$ cat src/rtl/note_judge.sv
// Two-track rhythm-game judge: per-track note FIFOs, timing-window judgment,
// and score/combo bookkeeping driven by a small game-phase FSM.

module note_lane #(
    parameter int TRAVEL_MS  = 1000,
    parameter int PERFECT_MS = 50,
    parameter int GOOD_MS    = 120,
    parameter int DEPTH      = 8
) (
    input  logic        clk,
    input  logic        rst,
    input  logic        spawn_en,
    input  logic        judge_en,
    input  logic        spawn,
    input  logic        btn,
    input  logic [31:0] cur_time,
    input  logic [31:0] pitch,
    output logic [1:0]  code,
    output logic [31:0] head_pitch,
    output logic        empty,
    output logic        pushed,
    output logic        drop
);
    localparam int AW = $clog2(DEPTH);
    localparam logic signed [32:0] PERF_W = 33'(PERFECT_MS);
    localparam logic signed [32:0] GOOD_W = 33'(GOOD_MS);

    typedef struct packed {
        logic [31:0] target;
        logic [31:0] pitch;
    } note_t;

    note_t             mem [DEPTH];
    note_t             head;
    logic [AW-1:0]     rd_ptr, wr_ptr;
    logic [AW:0]       count;
    logic signed [32:0] d, mag;
    logic              full, pop;

    assign head       = mem[rd_ptr];
    assign head_pitch = head.pitch;
    assign empty      = (count == '0);
    assign full       = (count == (AW+1)'(DEPTH));

    // 33-bit signed distance from the hit line; positive means late
    assign d   = $signed({1'b0, cur_time}) - $signed({1'b0, head.target});
    assign mag = d[32] ? -d : d;

    // Expiry outranks a press; early presses beyond the good window fall through to 0
    always_comb begin
        code = 2'd0;
        if (judge_en && !empty) begin
            if (d > GOOD_W)
                code = 2'd3;
            else if (btn && mag <= PERF_W)
                code = 2'd1;
            else if (btn && mag <= GOOD_W)
                code = 2'd2;
        end
    end

    assign pop    = (code != 2'd0);
    assign pushed = spawn_en && spawn && (!full || pop);
    assign drop   = spawn_en && spawn && full && !pop;

    always_ff @(posedge clk or posedge rst) begin
        if (rst) begin
            rd_ptr <= '0;
            wr_ptr <= '0;
            count  <= '0;
        end else begin
            if (pushed) wr_ptr <= wr_ptr + 1'b1;
            if (pop)    rd_ptr <= rd_ptr + 1'b1;
            case ({pushed, pop})
                2'b10:   count <= count + 1'b1;
                2'b01:   count <= count - 1'b1;
                default: count <= count;
            endcase
        end
    end

    // Storage is gated by count, so it needs no reset
    always_ff @(posedge clk) begin
        if (pushed)
            mem[wr_ptr] <= '{target: cur_time + 32'(TRAVEL_MS), pitch: pitch};
    end
endmodule

module note_judge #(
    parameter int TRAVEL_MS  = 1000,
    parameter int PERFECT_MS = 50,
    parameter int GOOD_MS    = 120,
    parameter int DEPTH      = 8
) (
    input  logic        clk,
    input  logic        rst,
    input  logic [31:0] i_cur_time,
    input  logic        i_note_t1,
    input  logic        i_note_t2,
    input  logic [31:0] i_pitch,
    input  logic        i_btn_t1,
    input  logic        i_btn_t2,
    input  logic        i_game_end,
    output logic [1:0]  o_judge_t1,
    output logic [1:0]  o_judge_t2,
    output logic [31:0] o_hit_pitch,
    output logic [15:0] o_score,
    output logic [7:0]  o_combo,
    output logic [7:0]  o_max_combo,
    output logic        o_overflow,
    output logic        o_done
);
    localparam int NUM_LANES = 2;

    typedef enum logic [1:0] {IDLE, PLAY, DRAIN, DONE} state_t;
    state_t state;

    logic [NUM_LANES-1:0]        spawn, btn, empty, pushed, drop, hit;
    logic [NUM_LANES-1:0][1:0]   code;
    logic [NUM_LANES-1:0][31:0]  head_pitch;
    logic                        spawn_en, judge_en, any_miss;
    logic [2:0]                  pts;
    logic [1:0]                  hits;
    logic [16:0]                 score_sum;
    logic [8:0]                  combo_sum;
    logic [15:0]                 score_next;
    logic [7:0]                  combo_next;

    assign spawn    = {i_note_t2, i_note_t1};
    assign btn      = {i_btn_t2, i_btn_t1};
    assign spawn_en = (state != DONE);
    assign judge_en = (state == PLAY) || (state == DRAIN);

    for (genvar g = 0; g < NUM_LANES; g++) begin : g_lane
        note_lane #(
            .TRAVEL_MS (TRAVEL_MS),
            .PERFECT_MS(PERFECT_MS),
            .GOOD_MS   (GOOD_MS),
            .DEPTH     (DEPTH)
        ) u_lane (
            .clk       (clk),
            .rst       (rst),
            .spawn_en  (spawn_en),
            .judge_en  (judge_en),
            .spawn     (spawn[g]),
            .btn       (btn[g]),
            .cur_time  (i_cur_time),
            .pitch     (i_pitch),
            .code      (code[g]),
            .head_pitch(head_pitch[g]),
            .empty     (empty[g]),
            .pushed    (pushed[g]),
            .drop      (drop[g])
        );
        assign hit[g] = (code[g] == 2'd1) || (code[g] == 2'd2);
    end

    always_comb begin
        pts      = 3'd0;
        hits     = 2'd0;
        any_miss = 1'b0;
        for (int i = 0; i < NUM_LANES; i++) begin
            case (code[i])
                2'd1: begin pts = pts + 3'd2; hits = hits + 2'd1; end
                2'd2: begin pts = pts + 3'd1; hits = hits + 2'd1; end
                2'd3: any_miss = 1'b1;
                default: ;
            endcase
        end
        score_sum  = {1'b0, o_score} + 17'(pts);
        combo_sum  = {1'b0, o_combo} + 9'(hits);
        score_next = score_sum[16] ? 16'hFFFF : score_sum[15:0];
        if (any_miss)
            combo_next = 8'd0;
        else
            combo_next = combo_sum[8] ? 8'hFF : combo_sum[7:0];
    end

    // Lane codes are already forced to 0 outside PLAY/DRAIN, which freezes everything in DONE
    always_ff @(posedge clk or posedge rst) begin
        if (rst) begin
            state       <= IDLE;
            o_judge_t1  <= 2'd0;
            o_judge_t2  <= 2'd0;
            o_hit_pitch <= 32'd0;
            o_score     <= 16'd0;
            o_combo     <= 8'd0;
            o_max_combo <= 8'd0;
            o_overflow  <= 1'b0;
            o_done      <= 1'b0;
        end else begin
            o_judge_t1 <= code[0];
            o_judge_t2 <= code[1];
            o_score    <= score_next;
            o_combo    <= combo_next;
            if (combo_next > o_max_combo)
                o_max_combo <= combo_next;
            if (hit[0])
                o_hit_pitch <= head_pitch[0];
            else if (hit[1])
                o_hit_pitch <= head_pitch[1];
            if (|drop)
                o_overflow <= 1'b1;

            case (state)
                IDLE:  if (|spawn) state <= PLAY;
                PLAY:  if (i_game_end) state <= DRAIN;
                DRAIN: if (&empty && !(|pushed)) begin
                    state  <= DONE;
                    o_done <= 1'b1;
                end
                DONE:  state <= DONE;
                default: state <= IDLE;
            endcase
        end
    end
endmodule

$ cat config.mk
export PLATFORM = sky130hd
export DESIGN_NAME = note_judge
export DESIGN_NICKNAME = d
export VERILOG_FILES = /design/src/rtl/note_judge.sv
export SDC_FILE = /design/constraint.sdc
export NUM_CORES = 2
export LEC_CHECK = 0
export CAP_MARGIN = 0
export CORE_ASPECT_RATIO = 0.75
export CORE_MARGIN = 2
export CORE_UTILIZATION = 40
export CTS_CLUSTER_DIAMETER = 50
export CTS_CLUSTER_SIZE = 28
export DETAILED_ROUTE_END_ITERATION = 6
export SETUP_SLACK_MARGIN = 0.02
export SLEW_MARGIN = 20
export SYNTH_ARGS = -nofsm -noshare
export SYNTH_HDL_FRONTEND = slang
export SYNTH_SLANG_ARGS = --single-unit
$ cat constraint.sdc
create_clock -name clk -period 23.8 [get_ports clk]
set_input_delay 7.14 -clock clk [delete_from_list [all_inputs] [get_ports clk]]
set_output_delay 7.14 -clock clk [all_outputs]
set_load 0.05 [all_outputs]
# After elaboration in Yosys (flattened, before gate mapping)
# Memories as Yosys holds them, arrays and structs flattened.
# Index checks and enable logic that the tools add are counted.
totals:
  regBits: 92
  ram_bits: 1024
  out_inout_bits: 70
  memories: 2
memory_table:
  columns: ["name", "depth", "width", "rd", "rd_clocked_by_memory_dff", "write_ports", "line_no", "source"]
  rows:
  - ["g_lane[0].u_lane.mem", 8, 64, 1, 0, 1, "33", "note_t mem [DEPTH];"]
  - ["g_lane[1].u_lane.mem", 8, 64, 1, 0, 1, "33", null]
op_classes:
  n_addsub: 18
  n_lt_le_gt_ge: 7
  n_eq_ne: 19
  mux: 31
  reduce_logical: 43
op_table:
  columns: ["cell", "n"]
  rows:
  - ["33-bit by 8-bit > comparator with 1-bit output, second input constant", 2]
  - ["33-bit by 7-bit less-or-equal comparator with 1-bit output, second input constant", 2]
  - ["33-bit by 8-bit less-or-equal comparator with 1-bit output, second input constant", 2]
  - ["33-bit two-way mux", 2]
  - ["33-bit negator", 2]
  - ["32-bit by 32-bit subtractor with 33-bit output", 2]
  - ["32-bit two-way mux", 2]
  - ["32-bit by 10-bit adder with 32-bit output, second input constant", 1]
  - ["2-bit two-way mux", 12]
  - ["16-bit by 3-bit adder with 17-bit output", 1]
  - ["2-bit == test, second input constant", 8]
  - ["16-bit two-way mux", 1]
  - ["8-bit two-way mux", 2]
  - ["4-bit one-hot mux with 2 select lines", 2]
  - ["3-bit by 1-bit adder with 3-bit output, second input constant", 5]
  - ["1-bit logical AND", 15]
  - ["2-bit by 1-bit == test with 1-bit output, second input constant", 5]
  - ["2-bit nonzero test", 5]
  - ["2-bit OR reduction", 5]
  - ["8-bit by 2-bit adder with 9-bit output", 1]
  - ["4-bit by 1-bit adder with 4-bit output, second input constant", 2]
  - ["4-bit == test, second input constant", 2]
  - ["8-bit > comparator", 1]
  - ["4-bit logical NOT", 2]
  - ["other kinds (14)", 34]

# Longest topological paths before layout
# An unclocked memory read counts as a cell.
logic_depth:
  depth_word: 19
  depth_mapped: 40
  ltp_nobuf: 34

# By module
# A second synthesis with hierarchy kept.
unflattened:
  cells_unflattened: 3254
  area_unflattened_um2: 51483.1
modules_own_cells:
  columns: ["mod", "instances", "cells_per_inst", "area_each_um2"]
  rows:
  - ["note_lane (g_lane[1].u_lane)", 1, 1461, 24020.5]
  - ["note_lane (g_lane[0].u_lane)", 1, 1440, 23791.6]
  - ["note_judge", 1, 353, 3671.0]

# Worst setup path before layout
# No wires, ideal clock.
synth_timing:
  path_type: "input-to-reg"
  start: "input i_cur_time[0]"
  end: "memory g_lane[0].u_lane.mem[2][0] (netlist name), enable pin"
  arrival_time_ns: 18.065
  setup_slack_ns: 5.069
  cell_stages: 19
  cell_sequence: "inv_1 ha_1 fa_1 nand2b_1 a21boi_1 or4_1 o311ai_1 or4b_2 xnor2_1 a2111oi_0 o22ai_1 or4b_1 nor4_2 a41oi_1 ha_1 clkbuf_1 nand3_1 nand2_1 nor4b_1"
synth_between:
  elab_chain_cells: 14
  word_cells_on_any_way: 17
  classes_between: "add/sub: 2; order compare: 3; mux: 7; reduce/logical: 5"
synth_rtl:
  columns: ["element", "line_no", "source"]
  rows:
  - ["start: declaration", "97", "input logic [31:0] i_cur_time,"]
  - ["32-bit by 32-bit subtractor with 33-bit output *", "46", "assign d = $signed({1'b0, cur_time}) - $signed({1'b0, head.target});"]
  - ["33-bit negator", "47", "assign mag = d[32] ? -d : d;"]
  - ["33-bit two-way mux", "47", null]
  - ["33-bit by 8-bit less-or-equal comparator with 1-bit output", "57", "else if (btn && mag <= GOOD_W)"]
  - ["1-bit logical AND", "57", null]
  - ["2-bit two-way mux", "57", null]
  - ["2-bit two-way mux", "55", "else if (btn && mag <= PERF_W)"]
  - ["2-bit two-way mux *", "53", "if (d > GOOD_W)"]
  - ["2-bit two-way mux *", "52", "if (judge_en && !empty) begin"]
  - ["2-bit nonzero test *", "62", "assign pop = (code != 2'd0);"]
  - ["1-bit logical OR *", "63", "assign pushed = spawn_en && spawn && (!full || pop);"]
  - ["1-bit logical AND *", "63", null]
  - ["1-bit two-way mux *", "84", "if (pushed)"]
  - ["1-bit two-way mux (implied by the code) *", "85", "mem[wr_ptr] <= '{target: cur_time + 32'(TRAVEL_MS), pitch: pitch};"]
  - ["end: declaration", "33", null]
# Every way passes the cells marked *; elsewhere a longest branch is shown, timed or not.

# Final worst setup path
layout_timing:
  start: "input i_cur_time[2]"
  end: "register o_max_combo[5]"
layout_between:
  elab_chain_cells: 18
  word_cells_on_any_way: 41
  classes_between: "add/sub: 6; order compare: 7; eq/ne: 6; mux: 16; reduce/logical: 6"
layout_rtl:
  columns: ["element", "line_no", "source"]
  rows:
  - ["32-bit by 32-bit subtractor with 33-bit output", "46", null]
  - ["33-bit negator", "47", null]
  - ["33-bit two-way mux", "47", null]
  - ["33-bit by 8-bit less-or-equal comparator with 1-bit output", "57", null]
  - ["1-bit logical AND", "57", null]
  - ["2-bit two-way mux", "57", null]
  - ["2-bit two-way mux", "55", null]
  - ["2-bit two-way mux", "53", null]
  - ["[3 not listed]", null, null]
  - ["1-bit two-way mux", "163", "case (code[i])"]
  - ["2-bit by 1-bit adder with 2-bit output", "164, 165", null]
  - ["2-bit two-way mux", null, null]
  - ["8-bit by 2-bit adder with 9-bit output", "171", "combo_sum = {1'b0, o_combo} + 9'(hits);"]
  - ["8-bit two-way mux", "176", "combo_next = combo_sum[8] ? 8'hFF : combo_sum[7:0];"]
  - ["8-bit two-way mux *", "173", "if (any_miss)"]
  - ["named net combo_next[1]", "127", "logic [7:0] combo_next;"]
  - ["8-bit > comparator *", "196", "if (combo_next > o_max_combo)"]
  - ["end signal: assignment", "197", "o_max_combo <= combo_next;"]
  - ["end: declaration", "109", "output logic [7:0] o_max_combo,"]
# The timed path passes the listed nets; every way through them passes the cells marked *.
# A chain may end at the register's enable or synchronous reset.

==> flow_metrics.env <==
export IMPL_status="finished clean"
export IMPL_diodes=0
export IMPL_worstSkewPairLatency_ps=730
export IMPL_syn_nets=3305
export IMPL_ir_drop_v=0.0000753
export IMPL_fin_hold_ws_ps=487
export IMPL_avgSynthCellArea_um2=16.0
export IMPL_crit_fanout=18
export IMPL_slew_limit_headroom_pct=28.4
export IMPL_cpMostUsedCell="ha_1"
export IMPL_syn_inst=3126
export IMPL_ioPinCount=141
export IMPL_die_area_um2=128000
export IMPL_cpPeakStageDelay_ps=890
export IMPL_via_per_inst=5.81
export IMPL_ys_flop_type="edfxtp_1"
export IMPL_grt_pass1_wl_um=190000
export IMPL_dp_hpwl_um=78900
export IMPL_rsz0062_at_grt="false"
export IMPL_clk_path_buf_depth=3
export IMPL_path_class="input port to flop"
export IMPL_synth_area_um2=50200
export IMPL_ys_seq_elements=1116
export IMPL_drt_wl_total_um=129000
export IMPL_fin_util_pct=46.1
export IMPL_cts_root_buf="clkbuf_16"
export IMPL_numPortBuffers=140
export IMPL_worstHoldPathType="flop to flop"
export IMPL_cp_startpoint="i_cur_time[2]"
export IMPL_p_comb_share_pct=45.4
export IMPL_grt_max_degree=77
export IMPL_internal_power_w=0.00453
export IMPL_synthToLayoutAreaGrowth_pct=14.4
export IMPL_firstDrtPassIters=5
export IMPL_seqPwrFrac_pct=31.8
export IMPL_yosysSeqAreaShare_pct=65.9
export IMPL_antenna_found_initial=2
export IMPL_start_kind="input port"
export IMPL_drive_above_1_share_pct=18.2
export IMPL_cts_setup_buffers=0
export IMPL_setup_viol=0
export IMPL_chipWidth_um=413
export IMPL_skew_ps=46.4
export IMPL_rows=112
export IMPL_yosysWarnings=0
export IMPL_grt_usage_pct=19.9
export IMPL_numClockSinks=1116
export IMPL_dpl_instance_area_um2=53700
export IMPL_post_place_cells=4835
export IMPL_fin_area_um2=57400
export IMPL_ff2ff_setup_slack_ps=12680
export IMPL_maxCapViolCount=0
export IMPL_cp_arrival_ps=16620
export IMPL_num_vias=29194
export IMPL_start_util_pct=40.3
export IMPL_leakage_nw=19.1
export IMPL_cts_hold_buf=0
export IMPL_p_switching_w=0.00307
export IMPL_core_area_um2=124000
export IMPL_wl_per_cell_um=25.6
export IMPL_h_tree_depth=3
export IMPL_pwr_share_clk_pct=22.8
export IMPL_die_y_um=311
export IMPL_layout_min_cycle_time_ps=16040
export IMPL_period_share_pct=67.4
export IMPL_crit_end="o_max_combo[5]"
export IMPL_critPathRequiredTime_ps=24380
export IMPL_synth_edf_count=1024
export IMPL_cp_end_kind="flop"
export IMPL_drtIter0Drc=3488
export IMPL_tightest_slew_ps=1070
export IMPL_finalSetupTns_ps=0
export IMPL_drcViolationCount=0
export IMPL_power_density_nw_per_um2=133
export IMPL_place_gp_congestion=0.927
export IMPL_hold_viol=0
export IMPL_cp_slowest_cell="clkdlybuf4s50_1"
export IMPL_overflow=0
export IMPL_cts_buffers=103
export IMPL_clk_pin_slew_ps=60
export IMPL_grt_pass1_vias=27775
export IMPL_postCtsResizedCells=0
export IMPL_slew_violations=0
export IMPL_layout_cells_non_filler=5027
export IMPL_final_nets=3466
export IMPL_async_flop_share_pct=8.24
export IMPL_rr_startpoint="g_lane[1].u_lane.rd_ptr[0]"
export IMPL_r2r_cells=31
export IMPL_r2r_end="o_max_combo[5]"
export IMPL_postRouteAntennaNets=0
export IMPL_netSwitchingFraction_pct=40.4
export IMPL_max_freq_mhz=62.3
export IMPL_synth_distinct_cells=89
export IMPL_cts_tree="built"
-- worst max-delay path, delay by kind of cell --
| kind | cells | cell delay (ps) |
|---|---|---|
| compound gates | 13 | 3980 |
| fa+ha+maj | 6 | 2100 |
| simple gates | 8 | 2080 |
| buf+inv | 1 | 890 |
| mux | 1 | 410 |
-- flip-flops by register name, summed over array words and instances (netlist names) --
| register | count |
|---|---|
| g_lane.u_lane.count | 8 |
| g_lane.u_lane.mem | 1024 |
| g_lane.u_lane.rd_ptr | 6 |
| g_lane.u_lane.wr_ptr | 6 |
| o_combo | 8 |
| o_done | 1 |
| o_hit_pitch | 32 |
| o_judge_t1 | 2 |
| o_judge_t2 | 2 |
| o_max_combo | 8 |
| o_overflow | 1 |
| o_score | 16 |
| state | 2 |
-- power groups by stage --
| stage | clock network (W) | logic, W | registers [W] |
|---|---|---|---|
| global route | 0.00185 | 0.00376 | 0.00244 |
| detailed placement | 0 | 0.00341 | 0.00246 |
| global placement | 0 | 0.00341 | 0.00246 |
| CTS | 0.00177 | 0.00343 | 0.00242 |
| floorplan | 0 | 0.00242 | 0.00249 |
| finish | 0.00173 | 0.00345 | 0.00242 |
-- cells in the mapped netlist, types with 11 or more instances --
cell         n  share of area [%]
o21ai_0    150                1.5
inv_1       52               0.39
a21o_1      34               0.51
nand2b_1    30               0.37
ha_1       102                2.5
mux2_2      48                1.1
nor2_1     127               0.95
mux4_2     256                 11
nor3_1      58               0.58
a31oi_1     24               0.30
edfxtp_1  1024                 61
o21a_1      17               0.25
nand4_1     38               0.47
xnor2_1     57                1.0
or3_1       16               0.20
dfrtp_1     92                4.6
nor4_1      11               0.14
and3_1      23               0.29
nand2_1    225                1.7
nor2b_1     15               0.19
a211oi_1    24               0.36
a21oi_1    129                1.3
and2_1      18               0.22
mux2i_1    104                2.1
clkbuf_1    98               0.73
nand3_1     47               0.47
buf_1       32               0.24
xor2_1      35               0.61
o211ai_1    23               0.34
-- area by class of cell --
type / instances / area, um2
flip-flops and latches: 1116 / 33100
inverters: 52 / 198
clock inverters: 86 / 988
fillers: 10606 / 67000
clock buffers: 106 / 2610
multi-input cells: 1823 / 16700
repair buffers: 191 / 1800
well taps: 1653 / 2070
-- logic make-up (layout without fill, tap and decap cells) --
| group | count (synthesis) | after routing | synth area share, % |
|---|---|---|---|
| flip-flops | 1116 | 1116 | 65.9 |
| AND/OR/NAND/NOR | 665 | 665 | 6.52 |
| AO/OA/AOI/OAI | 550 | 550 | 7.14 |
| multiplexers | 408 | 408 | 14.6 |
| buffers and inverters | 187 | 435 | 1.42 |
| adder cells (fa/ha/maj) | 108 | 108 | 2.78 |
| XOR/XNOR | 92 | 92 | 1.61 |
-- worst min path at each step --
| stage | cells past startpoint | start | end | slack (ps) |
|---|---|---|---|---|
| after floorplan | 1 | g_lane[1].u_lane.wr_ptr[0] | g_lane[1].u_lane.wr_ptr[0] | 480 |
| after global placement | 2 | o_hit_pitch[19] | o_hit_pitch[19] | 470 |
| after detailed placement | 1 | o_done | o_done | 470 |
| after CTS | 1 | o_done | o_done | 490 |
| after global routing | 2 | o_hit_pitch[20] | o_hit_pitch[20] | 510 |
| final | 1 | o_done | o_done | 490 |
-- layer usage --
layer,up-vias,track usage (%),routed length [um]
met5,-,0,12
met4,2,3.74,2090
met3,131,3.37,8610
met2,1006,29.6,57700
met1,15131,30.9,60200
li1,12924,-,-
-- cells in the final DEF, fill, tap and decap left out, types with 10 or more instances in the layout --
cell type	Yosys	final
and4_1	10	10
inv_6	0	20
nor2_1	127	120
o21ai_0	150	150
inv_8	0	15
nand2b_1	30	30
inv_1	52	51
mux4_2	256	256
xnor2_2	0	13
edfxtp_1	1024	1024
nand4_1	38	38
buf_4	0	50
or3_1	16	16
nand2_1	225	225
o21a_1	17	17
o211a_1	10	10
a21boi_0	10	10
nand3_1	47	47
nor3_1	58	53
mux2_2	48	48
clkinv_4	0	10
a21oi_1	129	129
dfrtp_1	92	86
xor2_1	35	27
a31oi_1	24	24
and3_1	23	23
xnor2_1	57	44
nor2b_1	15	15
and2_1	18	18
a21o_1	34	34
clkbuf_16	0	104
ha_1	102	100
o22ai_1	10	10
mux2i_1	104	104
nor4_1	11	10
a211oi_1	24	24
clkdlybuf4s50_1	0	140
o211ai_1	23	23
-- per-stage QoR --
| stage | power (W) | worst slack (ps) |
|---|---|---|
| 3_3_place_gp | 0.00587 | 7260 |
| 6_report | 0.00761 | 7760 |
| 3_5_place_dp | 0.00588 | 7140 |
| 4_1_cts | 0.00762 | 7880 |
| 5_1_grt | 0.00804 | 7100 |
| 2_1_floorplan | 0.00492 | 5070 |
Note: power is estimated with default switching activity, not from simulation.
